<file path="src/rtl/universal_shift_reg_if.sv">
// universal_shift_reg_if: datapath bundle for universal_shift_reg
//   master drives mode/en/d/sl_in/sr_in/start/cnt and observes q/so_l/so_r/busy/done
//   slave is the register side; zero exists only when SHREG_ZERO_FLAG_EN is defined
interface universal_shift_reg_if #(parameter int W = 8, parameter int CW = 4);
  logic [2:0]    mode;
  logic          en;
  logic [W-1:0]  d;
  logic          sl_in;
  logic          sr_in;
  logic          start;
  logic [CW-1:0] cnt;
  logic [W-1:0]  q;
  logic          so_l;
  logic          so_r;
  logic          busy;
  logic          done;
`ifdef SHREG_ZERO_FLAG_EN
  logic          zero;
  modport master(output mode, en, d, sl_in, sr_in, start, cnt,
                 input q, so_l, so_r, busy, done, zero);
  modport slave(input mode, en, d, sl_in, sr_in, start, cnt,
                output q, so_l, so_r, busy, done, zero);
`else
  modport master(output mode, en, d, sl_in, sr_in, start, cnt,
                 input q, so_l, so_r, busy, done);
  modport slave(input mode, en, d, sl_in, sr_in, start, cnt,
                output q, so_l, so_r, busy, done);
`endif
endinterface

</file>
<file path="src/rtl/universal_shift_reg.sv">
// universal_shift_reg: W-bit universal shift register with burst engine, falling-edge clocked
//   clk  : clock, state updates on the falling edge
//   rst  : asynchronous active-low reset
//   bus  : universal_shift_reg_if.slave (mode/en/d/sl_in/sr_in/start/cnt in; q/so_l/so_r/busy/done out)
//   SHREG_ZERO_FLAG_EN adds the registered bus.zero flag (next q all zeros, reset 1)
module universal_shift_reg #(
  parameter int W  = 8,
  parameter int CW = 4
) (
  input logic clk,
  input logic rst,
  universal_shift_reg_if.slave bus
);
  typedef enum logic {IDLE, BURST} state_t;
  state_t        state, state_nx;
  logic [W-1:0]  q_r, q_nx;
  logic [2:0]    lmode, lmode_nx;
  logic [CW-1:0] rem, rem_nx;
  logic          busy_r, busy_nx;
  logic          done_r, done_nx;
  function automatic logic [W-1:0] apply(input logic [2:0] m, input logic [W-1:0] v,
                                         input logic [W-1:0] ld, input logic sl, input logic sr);
    case (m)
      3'b001:  return {v[W-2:0], sl};
      3'b010:  return {sr, v[W-1:1]};
      3'b011:  return ld;
      3'b100:  return {v[W-2:0], v[W-1]};
      3'b101:  return {v[0], v[W-1:1]};
      3'b110:  return {v[W-1], v[W-1:1]};
      3'b111:  return '0;
      default: return v;
    endcase
  endfunction
  // rem counts ops still owed after the current edge; the edge that sees rem==1 is the last one
  always_comb begin
    state_nx = state;
    q_nx     = q_r;
    lmode_nx = lmode;
    rem_nx   = rem;
    busy_nx  = busy_r;
    done_nx  = 1'b0;
    if (state == BURST) begin
      q_nx   = apply(lmode, q_r, bus.d, bus.sl_in, bus.sr_in);
      rem_nx = rem - 1'b1;
      if (rem == CW'(1)) begin
        state_nx = IDLE;
        busy_nx  = 1'b0;
        done_nx  = 1'b1;
      end
    end else if (bus.start) begin
      if (bus.cnt == '0) begin
        done_nx = 1'b1;
      end else if (bus.mode inside {3'b000, 3'b011, 3'b111}) begin
        q_nx    = apply(bus.mode, q_r, bus.d, bus.sl_in, bus.sr_in);
        done_nx = 1'b1;
      end else begin
        q_nx     = apply(bus.mode, q_r, bus.d, bus.sl_in, bus.sr_in);
        lmode_nx = bus.mode;
        rem_nx   = bus.cnt - 1'b1;
        if (bus.cnt == CW'(1)) begin
          done_nx = 1'b1;
        end else begin
          state_nx = BURST;
          busy_nx  = 1'b1;
        end
      end
    end else if (bus.en) begin
      q_nx = apply(bus.mode, q_r, bus.d, bus.sl_in, bus.sr_in);
    end
  end
  always_ff @(negedge clk or negedge rst) begin
    if (!rst) begin
      state  <= IDLE;
      q_r    <= '0;
      lmode  <= '0;
      rem    <= '0;
      busy_r <= 1'b0;
      done_r <= 1'b0;
    end else begin
      state  <= state_nx;
      q_r    <= q_nx;
      lmode  <= lmode_nx;
      rem    <= rem_nx;
      busy_r <= busy_nx;
      done_r <= done_nx;
    end
  end
`ifdef SHREG_ZERO_FLAG_EN
  logic zero_r;
  always_ff @(negedge clk or negedge rst) begin
    if (!rst) zero_r <= 1'b1;
    else      zero_r <= (q_nx == '0);
  end
  assign bus.zero = zero_r;
`endif
  assign bus.q    = q_r;
  assign bus.so_l = q_r[W-1];
  assign bus.so_r = q_r[0];
  assign bus.busy = busy_r;
  assign bus.done = done_r;
endmodule
</file>
<file path="src/flat_wrapper.sv">
// flat-port wrapper written by rule: the top's interface ports become plain ports
module universal_shift_reg_flat 
#(
  parameter int W  = 8,
  parameter int CW = 4
)
  (clk, rst, bus_mode, bus_en, bus_d, bus_sl_in, bus_sr_in, bus_start, bus_cnt, bus_q, bus_so_l, bus_so_r, bus_busy, bus_done);
  universal_shift_reg_if #(.W(W), .CW(CW)) bus_i ();
  input logic clk;
  input logic rst;
  input wire logic [$bits(bus_i.mode)-1:0] bus_mode;
  input wire logic [$bits(bus_i.en)-1:0] bus_en;
  input wire logic [$bits(bus_i.d)-1:0] bus_d;
  input wire logic [$bits(bus_i.sl_in)-1:0] bus_sl_in;
  input wire logic [$bits(bus_i.sr_in)-1:0] bus_sr_in;
  input wire logic [$bits(bus_i.start)-1:0] bus_start;
  input wire logic [$bits(bus_i.cnt)-1:0] bus_cnt;
  output wire logic [$bits(bus_i.q)-1:0] bus_q;
  output wire logic [$bits(bus_i.so_l)-1:0] bus_so_l;
  output wire logic [$bits(bus_i.so_r)-1:0] bus_so_r;
  output wire logic [$bits(bus_i.busy)-1:0] bus_busy;
  output wire logic [$bits(bus_i.done)-1:0] bus_done;
  assign bus_i.mode = bus_mode;
  assign bus_i.en = bus_en;
  assign bus_i.d = bus_d;
  assign bus_i.sl_in = bus_sl_in;
  assign bus_i.sr_in = bus_sr_in;
  assign bus_i.start = bus_start;
  assign bus_i.cnt = bus_cnt;
  assign bus_q = bus_i.q;
  assign bus_so_l = bus_i.so_l;
  assign bus_so_r = bus_i.so_r;
  assign bus_busy = bus_i.busy;
  assign bus_done = bus_i.done;
  universal_shift_reg #(.W(W), .CW(CW)) u_core (.clk(clk), .rst(rst), .bus(bus_i));
endmodule
</file>
<file path="config.mk">
export PLATFORM = sky130hd
export DESIGN_NAME = universal_shift_reg_flat
export DESIGN_NICKNAME = d
export VERILOG_FILES = /design/src/rtl/universal_shift_reg_if.sv /design/src/rtl/universal_shift_reg.sv /design/src/flat_wrapper.sv
export SDC_FILE = /design/constraint.sdc
export NUM_CORES = 1
export LEC_CHECK = 0
export BUFFER_PORTS_ARGS = -buffer_cell sky130_fd_sc_hd__buf_2
export CAP_MARGIN = 20
export CORE_ASPECT_RATIO = 0.5
export CORE_UTILIZATION = 30
export DETAILED_ROUTE_END_ITERATION = 8
export HOLD_SLACK_MARGIN = 0.12
export PLACE_DENSITY = 0.58
export SYNTH_ARGS = -nofsm -noshare
export SYNTH_HDL_FRONTEND = slang
export SYNTH_SLANG_ARGS = --single-unit
</file>
<file path="constraint.sdc">
create_clock -name clk -period 1.6 [get_ports clk]
set_clock_uncertainty 0.05 [all_clocks]
set_input_delay 0.16 -clock clk [delete_from_list [all_inputs] [get_ports clk]]
set_output_delay 0.16 -clock clk [all_outputs]
set_load 0.01 [all_outputs]
</file>
[Yosys cells after proc, flatten, opt, wreduce, memory -nomap -nowiden]
Cells that the tools add are included.
Storage, ports and cells
  input bits: 21
  memories: 0
  flip-flop bits (word level): 18
  bits in read-only memories: 0
  logic and storage cells: 74
  output and inout port bits: 12
  latch bits: 0
  bits in writable memories: 0
Operators by class
  mux-type cells: 28
  order comparisons: 0
  shifts and indexed selects: 0
  reduce and logical (&&, ||, !) cells: 10
  $add $sub $neg: 2
  equality and inequality tests: 24
  bitwise logic cells: 3
  div/mod/pow operators: 0
  multiply operators: 0
Operators by type and width (count)
  8-bit case mux with 7 select lines: 2
  8-bit two-way mux: 4
  3-bit == test, second input constant: 8
  1-bit two-way mux: 18
  4-bit two-way mux: 4
  3-bit by 2-bit == test with 1-bit output, second input constant: 4
  4-bit by 1-bit == test with 1-bit output, second input constant: 2
  8-bit != test, second input constant: 1
  4-bit AND reduction: 2
  4-bit by 1-bit subtractor with 4-bit output, second input constant: 2
  7-bit != test, second input constant: 1
  3-bit by 1-bit == test with 1-bit output, second input constant: 2
  2-bit by 1-bit != test with 1-bit output, second input constant: 3
  3-bit AND reduction: 2
  3-bit nonzero test: 2
  5-bit AND reduction: 1
  4-bit zero test: 1
  2-bit != test, second input constant: 2
  3-bit zero test: 1
  3-bit by 2-bit != test with 1-bit output, second input constant: 1
  1-bit NOT: 3
  2-bit nonzero test: 1

[Logic depth before layout (Yosys ltp)]
Gate-level depths: netlist (run 1).
  depth after elaboration: 6
  depth in mapped cells: 7
  mapped depth without buffers: 7

==> results of run 1 <==
critical path, cell delays in order:
cell and delay (ns):
sky130_fd_sc_hd__buf_8 0.10, sky130_fd_sc_hd__inv_6 0.05, sky130_fd_sc_hd__ha_4 0.12, sky130_fd_sc_hd__or3b_4 0.39
sky130_fd_sc_hd__nand4_4 0.12, sky130_fd_sc_hd__nor2_4 0.07, sky130_fd_sc_hd__mux2_4 0.30
flip-flops by register name, summed over array words and instances (netlist names):
signal,cells
u_core.bus.busy,1
u_core.bus.done,1
u_core.state,1
u_core.rem,4
u_core.lmode,3
u_core.bus.q,8
per-stage QoR:
step | cell area, sq um | worst slack [ns]
after floorplan | 1749 | -0.5761
after global placement | 2268 | -0.7698
after detailed placement | 2268 | -0.8225
after CTS | 2417 | -0.4257
after global routing | 2462 | -0.4607
final | 2462 | -0.4312
metal layers:
metal	track usage [%]	vias to the layer above	routed length (um)
met5	0	-	0
met4	4.566	0	40
met3	3.810	4	326
met2	33.12	47	2274
met1	24.49	885	2416
li1	-	909	-
cells in the mapped netlist (all sizes together), types with 3 or more instances:
cell type,instances
and3,3
a21o,5
a211oi,6
nand2b,5
o21ai,11
inv,9
nand2,22
a31oi,5
buf,16
a21oi,21
nand3,8
dfrtn,18
ha,5
o22ai,4
mux2,3
nor2b,4
o31ai,5
mux2i,4
nor3,5
xor2,3
nor2,11
report_power, final:
| part | internal [mW] | total [mW] | switching (mW) |
|---|---|---|---|
| Combinational | 1.52 | 2.95 | 1.43 |
| Sequential | 0.704 | 0.942 | 0.238 |
| Clock | 0.220 | 0.410 | 0.190 |
| Total | 2.44 | 4.30 | 1.86 |
timing repair:
item | 4_1_cts | 5_1_grt
pin swaps | 3 | 2
setup endpoints to repair | 30 | 30
setup buffers | 5 | 2
gates resized for setup | 16 | 9
logic make-up after synthesis:
group / Yosys count
compound gates: 77
simple gates: 66
buf+inv: 25
flops: 18
mux: 7
fa+ha+maj: 5
xor+xnor: 4
worst paths after layout:
kind,endpoint
worst max-delay path,u_core.lmode[2]
worst min-delay path,u_core.bus.busy
worst min register to register,u_core.bus.busy
max in group asynchronous,u_core.bus.q[0]
worst max register to register,u_core.bus.q[7]
min in group asynchronous,u_core.rem[1]
cell type report:
cell class / instances / area, sq um / area share, %
multi-input cells: 159 / 1146 / 46.54
flip-flops and latches: 18 / 450.4 / 18.29
repair buffers: 92 / 671.9 / 27.29
clock buffers: 4 / 55.05 / 2.236
well taps: 70 / 87.58 / 3.557
inverters: 9 / 51.30 / 2.083
==> summary.md, run 1 <==
The worst hold path begins at u_core.bus.busy. Dividing the detail-routed via count by the number of cells gives 5.241. The fraction of synthesized cell area in xor and xnor cells works out to 2.093%.

The tools report the DRC violation count after routing as 0. The synthesized netlist devotes 32.36% of its cell area to compound gates. The detailed router finished its first iteration with 66 violations. In this run the tightest slew margin relative to its limit is 69.64%.

Leaving out fill and tap cells, the most frequent cell in the layout is sky130_fd_sc_hd__buf_4. The number of hold violations in the final report was 0; the count of cells along the worst hold path was 1. The initial utilization of the core area, before any placement, comes to 32.60%. For the net count after synthesis, the log shows 228. For this block, the via count after detailed routing is 1,845. The tools report the non-filler instance count after layout as 352. The number of optimization iterations in the first detailed-route pass came out at 4. The fraction of registers with async set/reset works out to 100.0%. For the worst setup path, the data required time is 0.88 ns.

In the post-synthesis netlist, the biggest area contributors are sky130_fd_sc_hd__dfrtn_1 27%, sky130_fd_sc_hd__a21oi_1 6.3%, sky130_fd_sc_hd__nand2_1 4.9%. The tools report the share of the core filled with cells as 47.95%. The count of input and output buffers was 32. The top cell types in the final layout, fill and taps aside, are 58 x sky130_fd_sc_hd__buf_4, 26 x sky130_fd_sc_hd__buf_2, 21 x sky130_fd_sc_hd__nand2_1. After Yosys synthesis, full adders, half adders and majority gates account for 3.737% of the synthesized area.

Total wirelength of the detailed-routed design: 5056 um. The simple-gate share of the synthesized area is 21.15%, and the maximum number of pins on one net before global-route repair is 19. Start of the worst register-to-register path: u_core.bus.q[0]. Dividing the detail-routed wire length by the instance count gives 14.36 um.

After clock tree synthesis, the flow added hold-fix buffers numbering 0. The count of nets left with antenna violations once routing finished came out at 0. Synthesized area: 1674 sq um.

The tools report the minimum setup slack in the final design as -0.4312 ns. TritonCTS built the clock tree. The run gives 30 as the count of final setup violators. Averaged over all synthesized cells, the footprint is 8.288 sq um. The region available for standard cell placement spans 5135 sq um. Measured along the x axis, the die boundary spans 107.6 um. The worst register-to-register path has a setup slack of -0.09 ns. The flow ran to the end, but the final reports show violations. For this design the static power due to leakage is 1.151 nW. The congestion estimate from routability-driven global placement came to 0.8921. Global routing used 18.94% of the available tracks.

The CTS root buffer was sky130_fd_sc_hd__clkbuf_8. Compared with the post-synthesis result, the final layout area differs by 47.09%. The dominant combinational cell family by area after synthesis was compound AO/OA/AOI/OAI gates. The commonest register cell after synthesis was sky130_fd_sc_hd__dfrtn_1. Total power density per cell area: 1747 nW/um^2. The number of enable-type register cells in the synthesized netlist was 0; the initial antenna violation count was 0. For the total clock buffers created by CTS, the log shows 3. Final sum of negative setup slack: -9.236 ns. The run gives 0 as the antenna cell count. After synthesis the netlist holds a flip-flop and latch count of 18. The tools report the clock latency on the worst-skew pair as 0.28 ns.

Across the VDD grid, the largest voltage drop is 0.5701 mV. Summed over all layers, the global routing overflow is 0. For the die area, the log shows 5901 sq um. The slew at the pin with the worst max-slew slack came out at 0.4533 ns. Summing the sequential cell areas from Yosys gives 26.91% of the chip area.

STA classifies the critical path endpoint as a flop. The count of maximum capacitance violations is 0. The maximum clock path buffer count is 2, and the critical path arrival is 1.31 ns. From bottom edge to top edge, the die measures 54.82 um. The logs give 18 for the clock net sink count and 8286 um for the first-pass GRT wire length.

The register clock-pin slew on the reported worst setup and hold paths is 0.06 ns. The top cell type's share of synthesized area is 26.91%. The fraction of final layout cells sized beyond drive strength 1 works out to 43.26%.

The class of the tightest hold or removal check is flop to flop. The filler cells instantiated in the layout total 506. At the end of the flow, the number of nets in the layout was 309.

Setup repair after global routing could not meet its margin everywhere. Measured in cells, the most critical reg-to-reg path has a length of 7. Row generation in the floorplan step produced 18 rows. The estimated wirelength of the detail-placed design is 3925 um, and the total chip power is 4.301 mW. Across all hold checks on the routed design, the worst slack comes to 0.4120 ns. For the via count of the first global-routing pass, the log shows 1,719. The mux share of post-synthesis cell area is 4.858%, and the number of warnings issued by yosys is 0. The final max-slew violation count is 0.

The number of top-level pins was 33; the total placed cells including tap cells was 341. The maximum fanout along the worst path is 6. The worst setup path startpoint is bus_cnt[0]. STA classifies the critical path startpoint as a primary input.

The setup path with the least slack is of type primary input to flop. The checks that failed: negative setup slack. The cell taking the most area after synthesis is sky130_fd_sc_hd__dfrtn_1. In this run, distinct cell masters in the synthesized netlist total 53.

The H-tree depth reported by CTS came out at 1. In the synthesized netlist, the number of instances is 202.
Note: power is estimated with default switching activity, not from simulation.
==> inputs of run 2 (changes only) <==
--- a/config.mk
+++ b/config.mk
@@ -15,3 +15,4 @@
 export SYNTH_ARGS = -nofsm -noshare
 export SYNTH_HDL_FRONTEND = slang
 export SYNTH_SLANG_ARGS = --single-unit
+export TNS_END_PERCENT = 10
==> run 2 against run 1 <==
The flow still finishes with violations (negative setup slack). Core utilization is 1.1 points lower. Largest cell class unchanged. Clock power is 1% lower. Cell count decreased by 1.1%. Wire length increased by 0.18%. Global-route usage decreased by 0.67 points. Total power decreased by 0.78%.
==> summary.md, run 2 (synthesis results as in run 1) <==
The final reports fail on negative setup slack. The clock net sink count is 18 (unchanged). The count of maximum capacitance violations came out at 0 (unchanged). The minimum setup slack in the final design was -0.4471 ns (-0.01589 ns); the total placed cells including tap cells was 343 (+0.59%). The library cell used most frequently in the layout, excluding fill and tap cells, is sky130_fd_sc_hd__buf_4. The tools report the leakage dissipation as 1.119 nW (-2.8%). The buffer and inverter count on the worst path came out at 2 (unchanged).

The remaining global-route overflow was 0 (unchanged). The flow ran to the end, but the final reports show violations. The number of vias per cell after detailed routing is 5.247 (+0.11%). Launching element type of the critical path: a primary input. For this design, the slowest cell found on the critical path is sky130_fd_sc_hd__or3b_4. The register clock-pin slew on the reported worst setup and hold paths works out to 0.05 ns (about the same). For the total wirelength of the detailed-routed design, the log shows 5065 um (+0.18%). CTS placed an instance of sky130_fd_sc_hd__clkbuf_8 at the clock tree root. The power share of the combinational group was 69.2% (+0.6 points); the total via count in the routed design was 1,826 (-1.0%). The run gives 0.3887 ns (-0.02333 ns) as the worst-case hold slack. The routed length per instance was 14.55 um (+1.3%). The worst hold path belongs to the class flop to flop.

For the number of hold violations in the final report, the log shows 0 (unchanged). The initial detailed-routing violation count was 71 (+7.6%). Internal power component: 2.419 mW (-1.0%). The total power density per cell area was 1774 nW/um^2 (+1.5%). The height of the die came out at 54.82 um (unchanged). The run gives 1.31 ns (about the same) as the critical path arrival. For the number of fill cells in the layout, the log shows 510 (+0.79%). The number of optimization iterations in the first detailed-route pass came out at 5 (+1). Beginning of the worst hold path: u_core.bus.busy. The tools report the die area as 5901 sq um (unchanged). The combined global-route utilization of all metal layers is 18.27% (-0.67 points).

The maximum fanout along the worst path came out at 7 (+1). The run gives 9.5% (about the same) as the power share of the clock group. The stage delay of the slowest cell on the critical path works out to 0.39 ns (about the same). For the initial core utilization, the log shows 32.60% (unchanged). The critical path starts at bus_cnt[0].

The run gives 1 (unchanged) as the H-tree depth reported by CTS. The sort of element at the end of the critical path was a flop. Antenna violation net count after detailed routing: 0 (unchanged). Count of final setup violators: 30 (unchanged). The DRC violation count after routing is 0 (unchanged). The final layout net count is 305 (-1.3%), and the placeable core area is 5135 sq um (unchanged).

The antenna cell count came out at 0 (unchanged). Setup repair after global routing could not meet its margin everywhere. The count of input and output buffers is 32 (unchanged). Slew at the pin with the worst max-slew slack: 0.4599 ns (+0.006611 ns). The total chip power came out at 4.268 mW (-0.78%).

The critical path is of the primary input to flop type. The maximum clock path buffer count was 2 (unchanged). For the via count of the first global-routing pass, the log shows 1,682 (-2.2%). The net switching power figure is 1.849 mW (-0.46%).

TritonCTS built the clock tree. The worst slew slack as a fraction of its limit was 69.34% (-0.30 points); the final max-slew violation count was 0 (unchanged). The estimated wirelength of the detail-placed design came out at 3938 um (+0.33%). Cell class contributing the biggest share of worst-path delay: simple AND/OR/NAND/NOR gates. The logs give 0.5264 mV (-7.7%) for the worst voltage drop across the vdd grid and 8066 um (-2.7%) for the first-pass GRT wire length. The number of flip-flops in the largest register was 8 (unchanged).

The horizontal die dimension works out to 107.6 um (unchanged). The logs give 18 (unchanged) for the count of standard-cell rows and 3 (unchanged) for the total clock buffers created by CTS. For the setup slack at placement, the log shows -0.8045 ns (+0.01805 ns). The placer congestion estimate is 0.8322 (-6.7%), and the switching power as a share of total power is 43.32% (+0.14 points). For the initial antenna violation count, the log shows 0 (unchanged). The growth of design area from synthesis to finish was 43.72%; the maximum number of pins on one net before global-route repair was 19 (unchanged). Clock latency on the worst-skew pair: 0.28 ns (about the same). The number of top-level pins was 33 (unchanged); the non-filler instance count after layout was 348 (-1.1%). The fraction of final layout cells sized beyond drive strength 1 is 41.37% (-1.9 points).

The signal on the critical path passes through buf_8 -> inv_6 -> ha_4 -> or3b_4 -> nand4_4 -> nor2_4 -> mux2_4. In the layout the commonest cells are 52 x sky130_fd_sc_hd__buf_4, 30 x sky130_fd_sc_hd__buf_2, 22 x sky130_fd_sc_hd__nand2_1. Start of the worst register-to-register path: u_core.lmode[1]. The worst endpoint required time is 0.87 ns (about the same), and the sequential fraction of design power is 21.3% (-0.6 points).
run 2: changes by cell type in the layout (fill, tap and decap cells not counted), moves of 2 or more:
cell	before	now
sky130_fd_sc_hd__buf_12	1	3
sky130_fd_sc_hd__buf_4	58	52
sky130_fd_sc_hd__o21ai_1	8	6
sky130_fd_sc_hd__o21ai_0	1	3
sky130_fd_sc_hd__buf_6	5	1
sky130_fd_sc_hd__buf_2	26	30
run 2: what timing repair did:
item / 4_1_cts / 5_1_grt
setup endpoints to repair: 30 / 30
pin swaps: 4 / 2
buffers inserted: 1 / 0
endpoints found under the hold margin: 0 / 0
hold buffers: 0 / 0
gates resized for setup: 11 / 10
run 2: power groups by stage:
stage	logic, mW	registers, mW	clock network, mW
final	2.95	0.908	0.405
after global routing	3.23	0.942	0.440
after CTS	2.93	0.906	0.417
after detailed placement	2.89	0.909	0
after global placement	2.83	0.892	0
after floorplan	1.71	0.968	0
run 2: through the flow:
stage / setup TNS [ns] / area, sq um / util (%)
floorplan: -7.942 / 1707 / -
global placement: -12.09 / 2277 / 44.35
detailed placement: -12.61 / 2277 / 44.35
CTS: -9.101 / 2365 / 46.05
global route: -10.22 / 2406 / 46.86
finish: -9.036 / 2406 / 46.86
run 2: final cells by class:
cell class                      instances  area (sq um)  area share [%]
Clock buffer                            4         55.05           2.288
Inverter                                9         51.30           2.132
Multi-Input combinational cell        159          1120           46.54
Sequential cell                        18         450.4           18.72
Tap cell                               70         87.58           3.640
Timing Repair Buffer                   88         641.9           26.68
run 2: final timing paths:
kind,to,slack [ns],cells past startpoint
worst max-delay path,u_core.lmode[0],-0.45,7
worst min-delay path,u_core.bus.busy,0.39,1
worst max register to register,u_core.bus.q[7],-0.13,6
worst min register to register,u_core.bus.busy,0.39,1
max in group asynchronous,u_core.bus.q[6],0.68,1
min in group asynchronous,u_core.lmode[2],0.46,1
run 2: metal layers:
| layer | routed length, um | vias up | track usage, % |
|---|---|---|---|
| li1 | - | 899 | - |
| met1 | 2298 | 874 | 23.45 |
| met2 | 2447 | 49 | 32.26 |
| met3 | 272 | 4 | 3.810 |
| met4 | 46 | 0 | 4.110 |
| met5 | 0 | - | 0 |
run 2: worst reg2reg max path, cell delays in order, from the launching register on:
cell                      delay, ns
sky130_fd_sc_hd__dfrtn_1       0.54
sky130_fd_sc_hd__buf_4         0.22
sky130_fd_sc_hd__xor2_1        0.15
sky130_fd_sc_hd__nor2_1        0.05
sky130_fd_sc_hd__a21oi_1       0.17
sky130_fd_sc_hd__o21ai_0       0.12
sky130_fd_sc_hd__mux2_2        0.28
==> inputs of run 3 (changes only) <==
--- a/config.mk
+++ b/config.mk
@@ -5,13 +5,14 @@
 export SDC_FILE = /design/constraint.sdc
 export NUM_CORES = 1
 export LEC_CHECK = 0
+export ABC_AREA = 1
 export BUFFER_PORTS_ARGS = -buffer_cell sky130_fd_sc_hd__buf_2
 export CAP_MARGIN = 20
 export CORE_ASPECT_RATIO = 0.5
 export CORE_UTILIZATION = 30
 export DETAILED_ROUTE_END_ITERATION = 8
 export HOLD_SLACK_MARGIN = 0.12
-export PLACE_DENSITY = 0.58
+export PLACE_DENSITY = 0.59
 export SYNTH_ARGS = -nofsm -noshare
 export SYNTH_HDL_FRONTEND = slang
 export SYNTH_SLANG_ARGS = --single-unit
==> run 3 against run 2 <==
Critical path depth is 6 lower. Critical path type is now flop to output port. Sequential cell count stayed put. Non-clock buffer count is 21 lower. Sequential power is 3.2% higher. The run still ends with negative setup slack left. Die area is 8.2% lower. Design area is 9.2% lower. Via count is 3.7% lower. Core utilization is 0.26 points higher. Worst setup slack better by 0.17 ns.
==> summary.md, run 3 <==
The flow ran to the end, but the final reports show violations. The checks that failed: negative setup slack. The via count of the first global-routing pass was 1,644 (-2.3%); the fraction of the yosys area taken by sequential cells was 29.39% (+2.5 points).

The flip-flop and latch count after synthesis came out at 18 (unchanged). The first-pass GRT wire length was 7714 um (-4.4%); the register clock-pin slew on the reported worst setup and hold paths was 0.05 ns (about the same). The mean instance size in the synthesized netlist was 6.693 sq um (-19%); the critical path arrival was 1.67 ns (+0.36 ns). The tools report the endpoint of the lowest-slack register-to-register path as u_core.bus.q[1].

The count of input and output buffers is 32 (unchanged), and the initial antenna violation count is 0 (unchanged). The commonest register cell after synthesis was sky130_fd_sc_hd__dfrtn_1. The reg2reg setup slack came out at 0.10 ns (+0.23 ns). The stage delay of the slowest cell on the critical path is 0.45 ns (+0.06 ns). The instance count on the critical path is 1 (-6), and the die area is 5416 sq um (-8.2%). Slew at the pin with the worst max-slew slack: 0.4449 ns (-0.01501 ns). Sort of element at the end of the critical path: an output port. The count of maximum capacitance violations is 0 (unchanged), and the maximum fanout along the worst path is 3 (-4). Top cell type's share of synthesized area: 29.39% (+2.5 points). The DRC violation count after routing came out at 0 (unchanged). The worst setup path is of the flop to output port kind. The routed length per instance is 12.87 um (-12%).

The final layout net count was 318 (+4.3%). The number of fill cells in the layout is 488 (-4.3%). Antenna cell count: 0 (unchanged). The logs give 3 (unchanged) for the total clock buffers created by CTS and -3.724 ns (+5.313 ns) for the final sum of negative setup slack.

Remaining global-route overflow: 0 (unchanged). The clock latency on the worst-skew pair came out at 0.27 ns (about the same). The number of flip-flops in the largest register is 8 (unchanged), and the non-filler instance count after layout is 357 (+2.6%). The placeable core area came out at 4637 sq um (-9.7%). The fraction of final layout cells sized beyond drive strength 1 is 35.74% (-5.6 points). In this run the worst setup path terminates at bus_q[0]. The placer congestion estimate is 0.8682 (+4.3%). Leaving out fill and tap cells, the most frequent cell in the layout is sky130_fd_sc_hd__nand2_1. The number of cells traversed by the worst register-to-register path was 7 (+1); the estimated wirelength of the detail-placed design was 3549 um (-9.9%). Setup repair after global routing could not meet its margin everywhere. The number of warnings issued by yosys was 0 (unchanged). The H-tree depth reported by CTS was 1 (unchanged); the number of vias per cell after detailed routing was 4.927 (-6.1%). The run gives 1,759 (-3.7%) as the total via count in the routed design. The path class of the tightest hold or removal check is flop to flop.

The number of hold violations in the final report came out at 0 (unchanged). The worst slew slack as a fraction of its limit is 70.34% (+1.0 points). The area used by multi-input combinational logic came out at 1035 sq um (-7.6%).

The run gives 1533 sq um (-8.4%) as the synthesized area. The cell taking the most area after synthesis is sky130_fd_sc_hd__dfrtn_1. Total power density per cell area: 1689 nW/um^2 (-4.8%).

The total cell area at the placement stage is 2048 sq um (-10%). The combined global-route utilization of all metal layers came out at 19.35% (+1.1 points). For the maximum clock path buffer count, the log shows 2 (unchanged). For the count of standard-cell rows, the log shows 17 (-1). For the leakage dissipation, the log shows 1.119 nW (about the same).

The run gives 25 (-53%) as the count of cell types in the netlist. By area the synthesized netlist is led by sky130_fd_sc_hd__dfrtn_1 29%, sky130_fd_sc_hd__nand2_1 18%, sky130_fd_sc_hd__nand3_1 9.1%. The run gives 2185 sq um (-9.2%) as the total non-filler cell area in the finished layout. The signal on the critical path passes through buf_2. The initial core utilization is 33.05% (+0.45 points), and the height of the die is 52.54 um (-4.2%). For the antenna violation net count after detailed routing, the log shows 0 (unchanged).

The worst endpoint required time was 1.39 ns (+0.52 ns). The tools report the total placed cells including tap cells as 353 (+2.9%). Buffer and inverter count on the worst path: 1 (-1). The tools report the total wirelength of the detailed-routed design as 4596 um (-9.3%). The maximum number of pins on one net before global-route repair was 19 (unchanged); the total chip power was 3.690 mW (-14%). The number of optimization iterations in the first detailed-route pass was 4 (-1); the initial detailed-routing violation count was 123 (+73%).

Tracing the worst setup path back leads to its startpoint at u_core.bus.q[0]. The fraction of registers with async set/reset works out to 100.0% (unchanged). The final max-slew violation count was 0 (unchanged).

Clock tree synthesis selected as its root buffer the cell sky130_fd_sc_hd__clkbuf_8. The tools report the number of buffers inserted for hold repair after clock tree synthesis as 0 (unchanged). The number of top-level pins is 33 (unchanged). The master of the slowest instance on the critical path was sky130_fd_sc_hd__dfrtn_1. STA classifies the critical path startpoint as a flop. The logs give 229 (+13%) for the number of standard cells after synthesis and 450.4 sq um (unchanged) for the area taken by flip-flops and latches. The worst-case hold slack is 0.4002 ns (+0.01154 ns), and the number of enable-type register cells in the synthesized netlist is 0 (unchanged). For the clock net sink count, the log shows 18 (unchanged). The commonest cells after synthesis are 75 x sky130_fd_sc_hd__nand2_1, 28 x sky130_fd_sc_hd__nand3_1, 21 x sky130_fd_sc_hd__nand4_1, 18 x sky130_fd_sc_hd__dfrtn_1, 16 x sky130_fd_sc_hd__inv_1. In this run the critical register-to-register path is launched from u_core.lmode[2].

Relative to the synthesized area, the layout overhead comes to 42.53%. TritonCTS built the clock tree. Cell class contributing the biggest share of worst-path delay: flip-flops. The count of final setup violators was 23 (-23%); the horizontal die dimension was 103.1 um (-4.2%).

The tools report the net count after synthesis as 255 (+12%). In the layout the commonest cells are 71 x sky130_fd_sc_hd__nand2_1, 35 x sky130_fd_sc_hd__buf_4, 26 x sky130_fd_sc_hd__nand3_1, 26 x sky130_fd_sc_hd__buf_2, 21 x sky130_fd_sc_hd__nand4_1. The library cell with the highest instance count after synthesis was sky130_fd_sc_hd__nand2_1. The worst voltage drop across the vdd grid was 0.4261 mV (-19%); the minimum setup slack in the final design was -0.2800 ns (+0.1671 ns).
==> run 3: timing repair <==
item,4_1_cts,5_1_grt
gates resized for setup,12,16
setup buffers,0,0
setup endpoints to repair,28,29
pin swaps,2,2
==> run 3: where the power goes <==
group          switching, mW  internal [mW]
clock                  0.178          0.219
sequential             0.227          0.710
combinational           1.38          0.975
==> run 3: cell type report <==
cell class,instances,area share (%)
Inverter,21,4.639
Clock buffer,4,2.520
Timing Repair Buffer,67,21.08
Multi-Input combinational cell,181,47.37
Tap cell,66,3.780
Sequential cell,18,20.62
==> run 3: through the flow <==
step	worst slack (ns)	utilization (%)
after floorplan	-0.2098	-
after global placement	-0.4811	44.17
after detailed placement	-0.5044	44.17
after CTS	-0.2938	46.47
after global routing	-0.3109	47.11
final	-0.2800	47.11
==> run 3: layer usage <==
metal  vias up  GRT usage (%)  part of all wire (%)
li1        894              -                     -
met1       784          25.45                    46
met2        77          31.78                    46
met3         4          3.333                   7.2
met4         0          7.746                   1.0
met5         -              0                     0
==> run 3: how the worst min path moves through the flow <==
stage	startpoint	end	slack, ns	depth (start not counted)
6_report	u_core.bus.busy	u_core.bus.busy	0.40	2
4_1_cts	u_core.bus.busy	u_core.bus.busy	0.41	2
3_5_place_dp	u_core.bus.busy	u_core.bus.busy	0.40	2
2_1_floorplan	u_core.rem[0]	u_core.rem[0]	0.42	2
5_1_grt	u_core.bus.busy	u_core.bus.busy	0.43	2
3_3_place_gp	u_core.bus.busy	u_core.bus.busy	0.39	2
==> run 3: logic make-up after synthesis <==
group,synth area share [%]
adders and majority gates,4.082
AOI/OAI and AO/OA,9.143
buffers and inverters,8.735
xor gates and xnor gates,0.5715
DFF,29.39
muxes,0.6531
and+or+nand+nor,47.43
==> run 3: worst reg2reg max path, delay by kind of cell (launching register included) <==
| kind | cells | cell delay, ns |
|---|---|---|
| simple gates | 5 | 0.56 |
| flops | 1 | 0.58 |
| compound gates | 1 | 0.09 |
| buf+inv | 1 | 0.08 |
